===== config.mk =====
export PLATFORM = sky130hd
export DESIGN_NAME = image_scan_reader
export DESIGN_NICKNAME = d
export VERILOG_FILES = /design/src/rtl/image_scan_reader.sv
export SDC_FILE = /design/constraint.sdc
export NUM_CORES = 1
export LEC_CHECK = 0
export ABC_AREA = 0
export CAP_MARGIN = 15
export CORE_MARGIN = 2
export CORE_UTILIZATION = 30
export CTS_BUF_LIST = sky130_fd_sc_hd__clkbuf_4 sky130_fd_sc_hd__clkbuf_8
export DETAILED_ROUTE_END_ITERATION = 6
export GPL_TIMING_DRIVEN = 0
export HOLD_SLACK_MARGIN = 0.12
export SYNTH_ARGS = -nofsm -noshare
export SYNTH_HDL_FRONTEND = slang
export SYNTH_SLANG_ARGS = --single-unit

===== constraint.sdc =====
create_clock -name clk -period 5.9 [get_ports clk]
set_input_delay 1.18 -clock clk [delete_from_list [all_inputs] [get_ports clk]]
set_output_delay 1.18 -clock clk [all_outputs]
set_load 0.01 [all_outputs]

===== src/rtl/image_scan_reader.sv =====
// Image scan reader: walks a ROWS x COLS image ROM in raster order and
// streams the pixels out through a 2-entry buffer with valid/ready flow
// control. The ROM has one cycle of read latency, so an address issued in
// one cycle is captured, with its tags, on the following edge.
//
// state  | meaning
// IDLE   | waiting for start
// SCAN   | issuing ROM addresses as buffer credit allows
// DRAIN  | every address issued, pixels still buffered or in flight
// DONE   | one cycle, done pulse, then back to IDLE
module image_scan_reader #(
  parameter int IMG_ROWS = 240,
  parameter int IMG_COLS = 320
) (
  input  logic        clk,
  input  logic        rst,
  input  logic        start,
  output logic        busy,
  output logic        done,
  output logic [7:0]  rom_row,
  output logic [8:0]  rom_col,
  input  logic [11:0] rom_data,
  output logic [11:0] pix_data,
  output logic [7:0]  pix_row,
  output logic [8:0]  pix_col,
  output logic        pix_eol,
  output logic        pix_last,
  output logic        pix_valid,
  input  logic        pix_ready
);

  localparam logic [7:0] LAST_ROW = 8'(IMG_ROWS - 1);
  localparam logic [8:0] LAST_COL = 9'(IMG_COLS - 1);

  typedef enum logic [1:0] {
    S_IDLE  = 2'd0,
    S_SCAN  = 2'd1,
    S_DRAIN = 2'd2,
    S_DONE  = 2'd3
  } state_t;

  state_t      state_q, state_d;
  logic        busy_q, busy_d;
  logic        done_q, done_d;
  logic [7:0]  row_q, row_d;
  logic [8:0]  col_q, col_d;

  // One read can be outstanding at a time (latency 1, at most one issue per
  // cycle), so a single flag tracks it along with the tags of that read.
  logic        inflight_q, inflight_d;
  logic [7:0]  cap_row_q, cap_row_d;
  logic [8:0]  cap_col_q, cap_col_d;
  logic        cap_eol_q, cap_eol_d;
  logic        cap_last_q, cap_last_d;

  // Two-entry buffer: head drives the pixel outputs directly, tail is the
  // second slot.
  logic [1:0]  occ_q, occ_d;
  logic [11:0] head_data_q, head_data_d, tail_data_q, tail_data_d;
  logic [7:0]  head_row_q, head_row_d, tail_row_q, tail_row_d;
  logic [8:0]  head_col_q, head_col_d, tail_col_q, tail_col_d;
  logic        head_eol_q, head_eol_d, tail_eol_q, tail_eol_d;
  logic        head_last_q, head_last_d, tail_last_q, tail_last_d;

  logic        pop;
  logic        push;
  logic [1:0]  occ_after_pop;
  logic        credit_ok;
  logic        issue;
  logic        at_last_col;
  logic        at_last_row;

  // Handshake, credit check and issue decision.
  always_comb begin
    pop           = (occ_q != 2'd0) && pix_ready;
    push          = inflight_q;
    occ_after_pop = occ_q - {1'b0, pop};
    credit_ok     = ({1'b0, occ_after_pop} + {2'b00, inflight_q}) < 3'd2;
    issue         = (state_q == S_SCAN) && credit_ok;
    at_last_col   = (col_q == LAST_COL);
    at_last_row   = (row_q == LAST_ROW);
  end

  // Next-state for the FSM, the address counters and the in-flight tags.
  always_comb begin
    state_d    = state_q;
    busy_d     = busy_q;
    done_d     = 1'b0;
    row_d      = row_q;
    col_d      = col_q;
    inflight_d = issue;
    cap_row_d  = cap_row_q;
    cap_col_d  = cap_col_q;
    cap_eol_d  = cap_eol_q;
    cap_last_d = cap_last_q;

    if (issue) begin
      cap_row_d  = row_q;
      cap_col_d  = col_q;
      cap_eol_d  = at_last_col;
      cap_last_d = at_last_col && at_last_row;
      if (at_last_col) begin
        col_d = 9'd0;
        row_d = at_last_row ? 8'd0 : row_q + 8'd1;
      end else begin
        col_d = col_q + 9'd1;
      end
    end

    case (state_q)
      S_IDLE: begin
        if (start) begin
          state_d = S_SCAN;
          busy_d  = 1'b1;
          row_d   = 8'd0;
          col_d   = 9'd0;
        end
      end
      S_SCAN: begin
        if (issue && at_last_col && at_last_row) state_d = S_DRAIN;
      end
      S_DRAIN: begin
        if (pop && head_last_q) begin
          state_d = S_DONE;
          busy_d  = 1'b0;
          done_d  = 1'b1;
        end
      end
      S_DONE: begin
        state_d = S_IDLE;
      end
      default: begin
        state_d = S_IDLE;
        busy_d  = 1'b0;
      end
    endcase
  end

  // Buffer update; a simultaneous push and pop keeps occupancy and order.
  always_comb begin
    occ_d       = occ_q;
    head_data_d = head_data_q;
    head_row_d  = head_row_q;
    head_col_d  = head_col_q;
    head_eol_d  = head_eol_q;
    head_last_d = head_last_q;
    tail_data_d = tail_data_q;
    tail_row_d  = tail_row_q;
    tail_col_d  = tail_col_q;
    tail_eol_d  = tail_eol_q;
    tail_last_d = tail_last_q;

    case ({push, pop})
      2'b10: begin
        occ_d = occ_q + 2'd1;
        if (occ_q == 2'd0) begin
          head_data_d = rom_data;
          head_row_d  = cap_row_q;
          head_col_d  = cap_col_q;
          head_eol_d  = cap_eol_q;
          head_last_d = cap_last_q;
        end else begin
          tail_data_d = rom_data;
          tail_row_d  = cap_row_q;
          tail_col_d  = cap_col_q;
          tail_eol_d  = cap_eol_q;
          tail_last_d = cap_last_q;
        end
      end
      2'b01: begin
        occ_d       = occ_q - 2'd1;
        head_data_d = tail_data_q;
        head_row_d  = tail_row_q;
        head_col_d  = tail_col_q;
        head_eol_d  = tail_eol_q;
        head_last_d = tail_last_q;
      end
      2'b11: begin
        if (occ_q == 2'd1) begin
          head_data_d = rom_data;
          head_row_d  = cap_row_q;
          head_col_d  = cap_col_q;
          head_eol_d  = cap_eol_q;
          head_last_d = cap_last_q;
        end else begin
          head_data_d = tail_data_q;
          head_row_d  = tail_row_q;
          head_col_d  = tail_col_q;
          head_eol_d  = tail_eol_q;
          head_last_d = tail_last_q;
          tail_data_d = rom_data;
          tail_row_d  = cap_row_q;
          tail_col_d  = cap_col_q;
          tail_eol_d  = cap_eol_q;
          tail_last_d = cap_last_q;
        end
      end
      default: begin
      end
    endcase
  end

  // All state registers; reset abandons any frame in progress.
  always_ff @(posedge clk or posedge rst) begin
    if (rst) begin
      state_q     <= S_IDLE;
      busy_q      <= 1'b0;
      done_q      <= 1'b0;
      row_q       <= 8'd0;
      col_q       <= 9'd0;
      inflight_q  <= 1'b0;
      cap_row_q   <= 8'd0;
      cap_col_q   <= 9'd0;
      cap_eol_q   <= 1'b0;
      cap_last_q  <= 1'b0;
      occ_q       <= 2'd0;
      head_data_q <= 12'd0;
      head_row_q  <= 8'd0;
      head_col_q  <= 9'd0;
      head_eol_q  <= 1'b0;
      head_last_q <= 1'b0;
      tail_data_q <= 12'd0;
      tail_row_q  <= 8'd0;
      tail_col_q  <= 9'd0;
      tail_eol_q  <= 1'b0;
      tail_last_q <= 1'b0;
    end else begin
      state_q     <= state_d;
      busy_q      <= busy_d;
      done_q      <= done_d;
      row_q       <= row_d;
      col_q       <= col_d;
      inflight_q  <= inflight_d;
      cap_row_q   <= cap_row_d;
      cap_col_q   <= cap_col_d;
      cap_eol_q   <= cap_eol_d;
      cap_last_q  <= cap_last_d;
      occ_q       <= occ_d;
      head_data_q <= head_data_d;
      head_row_q  <= head_row_d;
      head_col_q  <= head_col_d;
      head_eol_q  <= head_eol_d;
      head_last_q <= head_last_d;
      tail_data_q <= tail_data_d;
      tail_row_q  <= tail_row_d;
      tail_col_q  <= tail_col_d;
      tail_eol_q  <= tail_eol_d;
      tail_last_q <= tail_last_d;
    end
  end

  assign busy      = busy_q;
  assign done      = done_q;
  assign rom_row   = row_q;
  assign rom_col   = col_q;
  assign pix_valid = (occ_q != 2'd0);
  assign pix_data  = head_data_q;
  assign pix_row   = head_row_q;
  assign pix_col   = head_col_q;
  assign pix_eol   = head_eol_q;
  assign pix_last  = head_last_q;

endmodule


==> results of run 1 <==
[cells by family after synthesis]
family,share of synthesized area (%)
flip-flops,56.88
AO/OA/AOI/OAI,13.27
AND/OR/NAND/NOR,10.08
multiplexers,12.59
buffers and inverters,2.573
XOR/XNOR,1.896
adder cells (fa/ha/maj),2.709
[synth_stat cells]
master       n
dfrtp_1    105
o31ai_1      2
o21ai_2      2
and4bb_2     1
nand4b_1     1
nand2_1     44
ha_1        10
nor3b_1      2
nand4_1      1
mux2_2      48
o211ai_1     4
a22oi_1     31
o21ai_1      1
or4b_1       1
buf_1        1
or3_1        4
xor2_1       8
buf_2        2
nor3_1       1
and3_1       5
a221oi_2     1
nand3b_1     1
nor2_1      16
or2_2        1
nor2b_1      3
a31oi_1      1
a211oi_4     1
xnor2_1      2
and2_1       3
o2111ai_1    3
a21oi_1      9
mux2_1       1
inv_2        1
nand2b_1     1
nor4_4       1
clkbuf_1    18
inv_1        9
o21ai_0     40
nand3_1      5
mux2i_1      3
or4_1        3
[cells in the final DEF, fill, tap and decap left out, types with 4 or more instances in the layout]
cell | synthesis | final
a21oi_1 | 9 | 9
a22oi_1 | 31 | 31
and3_1 | 5 | 5
clkbuf_1 | 18 | 18
clkbuf_8 | 0 | 10
clkdlybuf4s50_1 | 0 | 66
dfrtp_1 | 105 | 105
ha_1 | 10 | 10
inv_1 | 9 | 8
inv_6 | 0 | 4
mux2_2 | 48 | 48
nand2_1 | 44 | 44
nand3_1 | 5 | 5
nor2_1 | 16 | 16
o211ai_1 | 4 | 4
o21ai_0 | 40 | 40
or3_1 | 4 | 4
xor2_1 | 8 | 8
[per-stage QoR]
stage | hold WS [ns] | setup WS, ns | cell area [um2]
after floorplan | 0.4639 | 1.959 | 4619
after global placement | 0.4598 | 0.4532 | 5515
after detailed placement | 0.4730 | 2.372 | 5545
after CTS | 0.4976 | 2.768 | 5731
after global routing | 0.5034 | 2.501 | 5731
final | 0.4921 | 2.770 | 5731
[worst max-delay path: cells and delay by family]
family / cells / cell delay, ns
fa+ha+maj: 1 / 0.25
buf+inv: 3 / 1.05
compound gates: 3 / 0.68
simple gates: 1 / 0.25
[metal layers]
layer,vias up,wire [um],global-route usage [%]
li1,1576,-,-
met1,1675,4932,18.89
met2,81,5013,22.46
met3,7,471,3.172
met4,0,86,2.973
met5,-,0,0
[final cells by class]
class | count | area share [%]
multi-input combinational | 261 | 32.69
sequential | 105 | 45.85
clock buffer | 10 | 2.402
buffer | 21 | 1.419
tap | 188 | 4.105
inverter | 10 | 0.6987
clock inverter | 6 | 0.8297
timing repair buffer | 67 | 12.01
[sequential cells by signal (all words and copies together) (netlist names), 9 cells and up]
name and flops:
rom_col 9, tail_data_q 12, pix_data 12, cap_col_q 9
pix_col 9, tail_col_q 9
[power breakdown]
group          internal [mW]  leakage [nW]  total (mW)  switching (mW)
logic                  0.493          1.02        1.05           0.554
registers              0.908          1.36        1.06           0.148
clock network          0.171        0.0941       0.429           0.258
[worst min-delay path by stage]
stage	endpoint	cells past startpoint	start
2_1_floorplan	cap_eol_q	2	cap_eol_q
3_3_place_gp	pix_data[9]	2	pix_data[9]
3_5_place_dp	pix_data[6]	2	pix_data[6]
4_1_cts	pix_data[6]	2	pix_data[6]
5_1_grt	pix_data[6]	2	pix_data[6]
6_report	pix_col[6]	2	pix_col[6]
==> out/results.ini, run 1 <==
[worst_setup_path]
worstSetupStartpoint = pix_ready
cp_max_fo = 10
cp_slowest_cell = clkdlybuf4s50_1
crit_chain = clkdlybuf4s50_1 > nand2b_1 > inv_1 > ha_1 > a21oi_1 > clkbuf_1 > a22oi_1 > o21ai_0
crit_type = in2reg
cp.arrival_ns = 3.42
r2r-end = pix_data[0]
endpoint_kind = register
worstRegToRegCells = 9
cp-endpoint = pix_data[0]
worstSetupStartpointType = input pin
max_stage_delay_ns = 0.46
rrSetupSlack_ns = 3.19
crit_required_ns = 6.19
worstReg2RegStart = occ_q[0]

[global_route]
grt_usage_pct = 13.80
grt-ovfl-total = 0
grt_pass1_vias = 3443
grt_max_degree = 56
grt_pass1_wl_um = 17940
grt_antenna_before_repair = 0

[drt]
drc = 0
drt_first_pass_iters = 4
drt-initial-drc-count = 260
final_antenna_net_count = 0
wire_per_inst_um = 15.72
wl_um = 10500
vias = 3339
vias_per_cell = 4.999

[logic_synthesis]
ys_warn_count = 0
yosysSeqAreaShare_pct = 56.88
ys_top_cells_by_area = dfrtp_1 (57%), mux2_2 (12%), a22oi_1 (5.0%), o21ai_0 (4.3%), nand2_1 (3.6%)
synth.net_count = 423
ys_ff_latch = 105
synthesis.area_mm2 = 0.004619
yosysTopAreaCell = dfrtp_1
synth_top_area_share_pct = 56.88
avgSynthCellArea_um2 = 11.64
synthCells = 397
ys_types = 41

[sta]
slew_violations = 0
fin_crit_ns = 3.130
timing.final.hold_violations = 0
worstMarginPinSlew_ns = 0.7197
max-slew-margin-rel_pct = 52.02
clock_skew_ns = 0.01533
fin_tns_setup_ns = 0
fmax_mhz = 319.4
rsz0062_at_grt = false
setup_viol = 0
finalCritPeriodShare_pct = 53.06

[cts]
cts_buffer_depth = 2
cts_buffers = 9
clkTransAtPathRegs_ns = 0.11
clock_sinks = 105
cts_tree = done
cts_hold_buf = 0
cts-root-buf = clkbuf_8
clk_latency_ns = 0.38
cts_max_level = 3
post_cts_buffers = 0
post_cts_resized = 0

[finish]
n_antenna_cell = 0
synthToLayoutAreaGrowth_pct = 24.05
final_util_pct = 37.84
multi_input_area_mm2 = 0.001873
layout.cells.non_filler = 668
register_area_mm2 = 0.002628
layout-drive-gt1-share_pct = 15.83
fillCellCount = 1448
nets = 501

[flow_run]
drv_cap = 0

[placed_design]
port_buffers = 66
placed_cells = 652
routabilityCongestion = 0.7782
hpwlAfterDp_um = 7675

[floorplan]
dieArea_mm2 = 0.01641
io_pins = 67
die_h_um = 128.1
num_rows = 45
core_mm2 = 0.01515
dieWidth_um = 128.1
start_util_pct = 30.50

[pwr]
finalPower_mw = 2.532
irDropWorstVdd_mv = 0.1506
leakagePower_nw = 2.470
p_per_area_mw_per_mm2 = 441.8

[outcome]
status = finished clean

[min_path]
hold_path_class = reg2reg

Power figures use the tool's default switching activity.
==> run 2: changes to the inputs <==
==> constraint.sdc (replaced) <==
create_clock -name clk -period 2.74 [get_ports clk]
set_input_delay 0.548 -clock clk [delete_from_list [all_inputs] [get_ports clk]]
set_output_delay 0.548 -clock clk [all_outputs]
set_load 0.01 [all_outputs]
==> run 2 against run 1 <==
Combinational power increased by 120%. Clock power increased by 140%. First-iteration DRC count decreased by 35%. Register-to-register slack got worse by 3.0 ns. Sequential power increased by 110%. Total power increased by 120%. Core utilization increased by 0.70 points. Final area increased by 1.9%. Sequential share of layout area decreased by 0.84 points. Via count decreased by 0.81%. Clock skew decreased by 0.0066 ns.
==> out/results.ini, run 2 (synthesis gave the netlist of run 1 again) <==
[sta]
finalCritPeriodShare_pct = 93.91
fmax_mhz = 388.6
setup_viol = 0
hold_slack_ns = 0.4863
worstMarginPinSlew_ns = 0.6544
max-slew-margin-rel_pct = 56.28
slew_violations = 0
clock_skew_ns = 0.008758
timing.final.hold_violations = 0
fin_crit_ns = 2.573

[cts]
cts_max_level = 3
cts_buffers = 9
cts_tree = done
clkTransAtPathRegs_ns = 0.10
cts_hold_buf = 0
cts_buffer_depth = 2
clk_latency_ns = 0.37
clock_sinks = 105
cts-root-buf = clkbuf_8

[finish]
stdcell_area_mm2 = 0.005837
multi_input_area_mm2 = 0.001879
layout-drive-gt1-share_pct = 18.93
layout.cells.non_filler = 674
nets = 507
n_antenna_cell = 0
synthToLayoutAreaGrowth_pct = 26.35
register_area_mm2 = 0.002628
layout_commonest_cell = dfrtp_1
final_cell_mix = dfrtp_1 (105), clkdlybuf4s50_1 (66), mux2_2 (48)
fillCellCount = 1464

[pwr]
leakagePower_nw = 2.539
p_per_area_mw_per_mm2 = 965.9
irDropWorstVdd_mv = 0.3045

[drt]
drc = 0
final_antenna_net_count = 0
wl_um = 10700
drt-initial-drc-count = 170
vias_per_cell = 4.914
drt_first_pass_iters = 4
wire_per_inst_um = 15.87
vias = 3312

[floorplan]
start_util_pct = 30.50
io_pins = 67
dieWidth_um = 128.1
dieArea_mm2 = 0.01641
num_rows = 45
die_h_um = 128.1
core_mm2 = 0.01515

[placed_design]
placed_area_mm2 = 0.005559
placed_cells = 653
routabilityCongestion = 0.7822
port_buffers = 66
hpwlAfterDp_um = 7719

[worst_setup_path]
cp_max_fo = 10
crit_type = reg2reg
worstSetupStartpointType = register
crit_family = buffers and inverters
endpoint_kind = register
crit_chain = inv_1 > ha_1 > nand2b_2 > ha_1 > a21oi_1 > nor2_1 > clkbuf_1 > mux2_2
cp_slowest_cell = clkbuf_1
max_stage_delay_ns = 0.51
cp.arrival_ns = 2.84
crit_required_ns = 3.01
worst-path-buf-inv = 2
critPathMostFrequentCell = ha_1

[outcome]
status = finished clean

[global_route]
grt_antenna_before_repair = 0
grt-ovfl-total = 0
grt_max_degree = 43
grt_pass1_vias = 3429
grt_pass1_wl_um = 17720
grt_usage_pct = 13.79

[min_path]
hold_path_class = reg2reg

[flow_run]
drv_cap = 0

[run 2: cell types whose count changed in the layout (fill, tap and decap cells not counted), sizes merged]
cell	delta
buf	+6
inv	-2
bufinv	+1
clkinv	+1
[run 2: power by group]
part           internal [mW]  switching (mW)
logic                   1.12            1.22
clock network          0.461           0.567
registers               1.95           0.313
[run 2: area by class of cell]
cell class | instances | share of cell area, %
well taps | 188 | 4.030
multi-input cells | 261 | 32.20
clock inverters | 6 | 1.265
clock buffers | 10 | 2.358
flip-flops and latches | 105 | 45.02
inverters | 10 | 0.7074
plain buffers | 21 | 1.565
repair buffers | 73 | 12.86
[run 2: repair_timing]
action,in CTS,in global routing
pin swaps,0,1
setup buffers,0,5
setup endpoints to repair,30,71
gates cloned,0,0
gates resized for setup,4,10
[run 2: worst paths after layout]
check	slack, ns	cells past startpoint	startpoint	end
max in group asynchronous	1.50	3	rst	tail_row_q[3]
worst max-delay path	0.17	8	occ_q[0]	tail_data_q[1]
worst min register to register	0.49	2	pix_data[0]	pix_data[0]
worst max register to register	0.17	8	occ_q[0]	tail_data_q[1]
min in group asynchronous	0.61	2	rst	pix_data[7]
worst min-delay path	0.49	2	pix_data[0]	pix_data[0]
[run 2: worst reg2reg max path: stages (launching register included)]
cell and delay, ns:
dfrtp_1 0.48, inv_1 0.10, ha_1 0.25, nand2b_2 0.25, ha_1 0.18, a21oi_1 0.07, nor2_1 0.24, clkbuf_1 0.51
mux2_2 0.41
[run 2: metal layers]
metal / track usage [%] / vias up / wire [um]
met4: 3.426 / 0 / 109
met5: 0 / - / 0
met1: 18.65 / 1654 / 5121
li1: - / 1585 / -
met3: 3.088 / 10 / 371
met2: 22.52 / 63 / 5094
[run 2: metrics by stage]
stage | utilization, % | setup WS (ns) | setup TNS [ns] | power [mW]
floorplan | - | 0.4476 | 0 | 3.707
global placement | 36.44 | -0.1193 | -14.63 | 4.510
detailed placement | 36.70 | -0.2675 | -10.60 | 4.604
CTS | 38.13 | 0.004240 | 0 | 5.649
global route | 38.54 | -0.002678 | -0.002678 | 6.043
finish | 38.54 | 0.1668 | 0 | 5.638
==> run 3: changes to the inputs <==
--- a/config.mk
+++ b/config.mk
@@ -7,6 +7,7 @@
 export LEC_CHECK = 0
 export ABC_AREA = 0
 export CAP_MARGIN = 15
+export CORE_ASPECT_RATIO = 0.75
 export CORE_MARGIN = 2
 export CORE_UTILIZATION = 30
 export CTS_BUF_LIST = sky130_fd_sc_hd__clkbuf_4 sky130_fd_sc_hd__clkbuf_8
==> run 3 against run 2 <==
Non-clock buffer count increased by 2. Clock skew decreased by 0.0051 ns. Die area hardly changed. Cell count grew 2.8%. Global-route usage down 0.36 points.
==> out/results.ini, run 3 (synthesis gave the netlist of run 1 again) <==
[sta]
fin_tns_setup_ns = 0
max-slew-margin-rel_pct = 52.35
fin_crit_ns = 2.472
hold_slack_ns = 0.4861
worstMarginPinSlew_ns = 0.7133
fmax_mhz = 404.6
slew_violations = 0
setup_viol = 0
finalCritPeriodShare_pct = 90.21
clock_skew_ns = 0.003685
timing.final.hold_violations = 0
setup_slack_ns = 0.2683
rsz0062_at_grt = false

[floorplan]
core_mm2 = 0.01513
start_util_pct = 30.54
die_h_um = 111.5
io_pins = 67
dieArea_mm2 = 0.01642
dieWidth_um = 147.3
num_rows = 39

[outcome]
status = finished clean

[cts]
cts-root-buf = clkbuf_8
clkTransAtPathRegs_ns = 0.09
cts_tree = done
clk_latency_ns = 0.36
cts_buffers = 9
clock_sinks = 105
cts_buffer_depth = 2
cts_hold_buf = 0
cts_max_level = 3

[pwr]
pwr-share-comb_pct = 42.1
leakagePower_nw = 2.550
switchingPower_mw = 2.049
pwr-share-clk_pct = 17.3
p_per_area_mw_per_mm2 = 959.2
p_int_mw = 3.567
seq_power_share_pct = 40.6
irDropWorstVdd_mv = 0.3158
switching_share_pct = 36.48

[finish]
fillCellCount = 1485
layout_commonest_cell = dfrtp_1
layout-drive-gt1-share_pct = 19.26
n_antenna_cell = 0
synthToLayoutAreaGrowth_pct = 26.73
final_util_pct = 38.70
nets = 509
final_cell_mix = dfrtp_1 (105), clkdlybuf4s50_1 (66), mux2_2 (48)

[global_route]
grt_pass1_vias = 3349
grt_antenna_before_repair = 0
grt-ovfl-total = 0
grt_usage_pct = 13.42
grt_pass1_wl_um = 17390
grt_max_degree = 42

[worst_setup_path]
rrSetupSlack_ns = 0.27
worstSetupStartpointType = register
crit_required_ns = 3.00
endpoint_kind = register
crit_type = reg2reg
cp.arrival_ns = 2.73
cp_max_fo = 10

[drt]
drt-initial-drc-count = 193
wl_um = 10600
final_antenna_net_count = 0
vias = 3305
drc = 0
wire_per_inst_um = 15.30
drt_first_pass_iters = 4
vias_per_cell = 4.769

[flow_run]
drv_cap = 0

[min_path]
hold_path_class = reg2reg

[placed_design]
routabilityCongestion = 0.8107
dp_slack_ns = -0.1985
port_buffers = 66
hpwlAfterDp_um = 7808

-- run 3: worst max-delay path, stage by stage (launching register included) --
cell and delay [ns]:
dfrtp_1 0.44, inv_2 0.11, ha_1 0.25, nand2b_4 0.20, ha_1 0.16, a21oi_1 0.06, nor2_1 0.23, clkbuf_1 0.50
mux2_2 0.40
-- run 3: layout make-up --
cell class / instances / area (um2) / area share [%]
flip-flops and latches: 105 / 2628 / 44.88
multi-input cells: 261 / 1884 / 32.19
repair buffers: 75 / 753.2 / 12.87
well taps: 205 / 256.5 / 4.381
clock buffers: 13 / 160.2 / 2.736
plain buffers: 21 / 91.34 / 1.560
inverters: 10 / 41.29 / 0.7053
clock inverters: 3 / 40.04 / 0.6839
-- run 3: path summary, 6_finish.rpt --
path | from | to | cells after the start
worst max-delay path | occ_q[1] | tail_row_q[6] | 8
worst min-delay path | pix_data[8] | pix_data[8] | 2
worst max register to register | occ_q[1] | tail_row_q[6] | 8
worst min register to register | pix_data[8] | pix_data[8] | 2
max in group asynchronous | rst | tail_row_q[3] | 4
min in group asynchronous | rst | cap_col_q[2] | 2
-- run 3: power by group through the flow --
| stage | Clock (mW) | Sequential [mW] | Combinational, mW |
|---|---|---|---|
| after floorplan | 0 | 2.31 | 1.40 |
| after global placement | 0 | 2.29 | 2.24 |
| after detailed placement | 0 | 2.31 | 2.30 |
| after CTS | 1.01 | 2.28 | 2.31 |
| after global routing | 1.07 | 2.34 | 2.60 |
| final | 0.971 | 2.28 | 2.37 |
-- run 3: metal layers --
metal / wire length [um] / up-vias / global-route usage, %
met5: 0 / - / 0
met4: 59 / 0 / 3.718
met3: 476 / 9 / 3.770
met2: 4791 / 65 / 20.50
met1: 5275 / 1645 / 18.81
li1: - / 1586 / -
-- run 3: repair_timing --
| item | in CTS | in global routing |
|---|---|---|
| resized for setup | 3 | 12 |
| buffers inserted | 0 | 7 |
| endpoints found under the setup margin | 12 | 73 |
-- run 3: through the flow --
stage | area (um2) | power, mW | cells
after floorplan | 4623 | 3.707 | 397
after global placement | 5540 | 4.530 | 668
after detailed placement | 5580 | 4.613 | 670
after CTS | 5784 | 5.604 | 686
after global routing | 5854 | 6.007 | 693
final | 5854 | 5.615 | 693
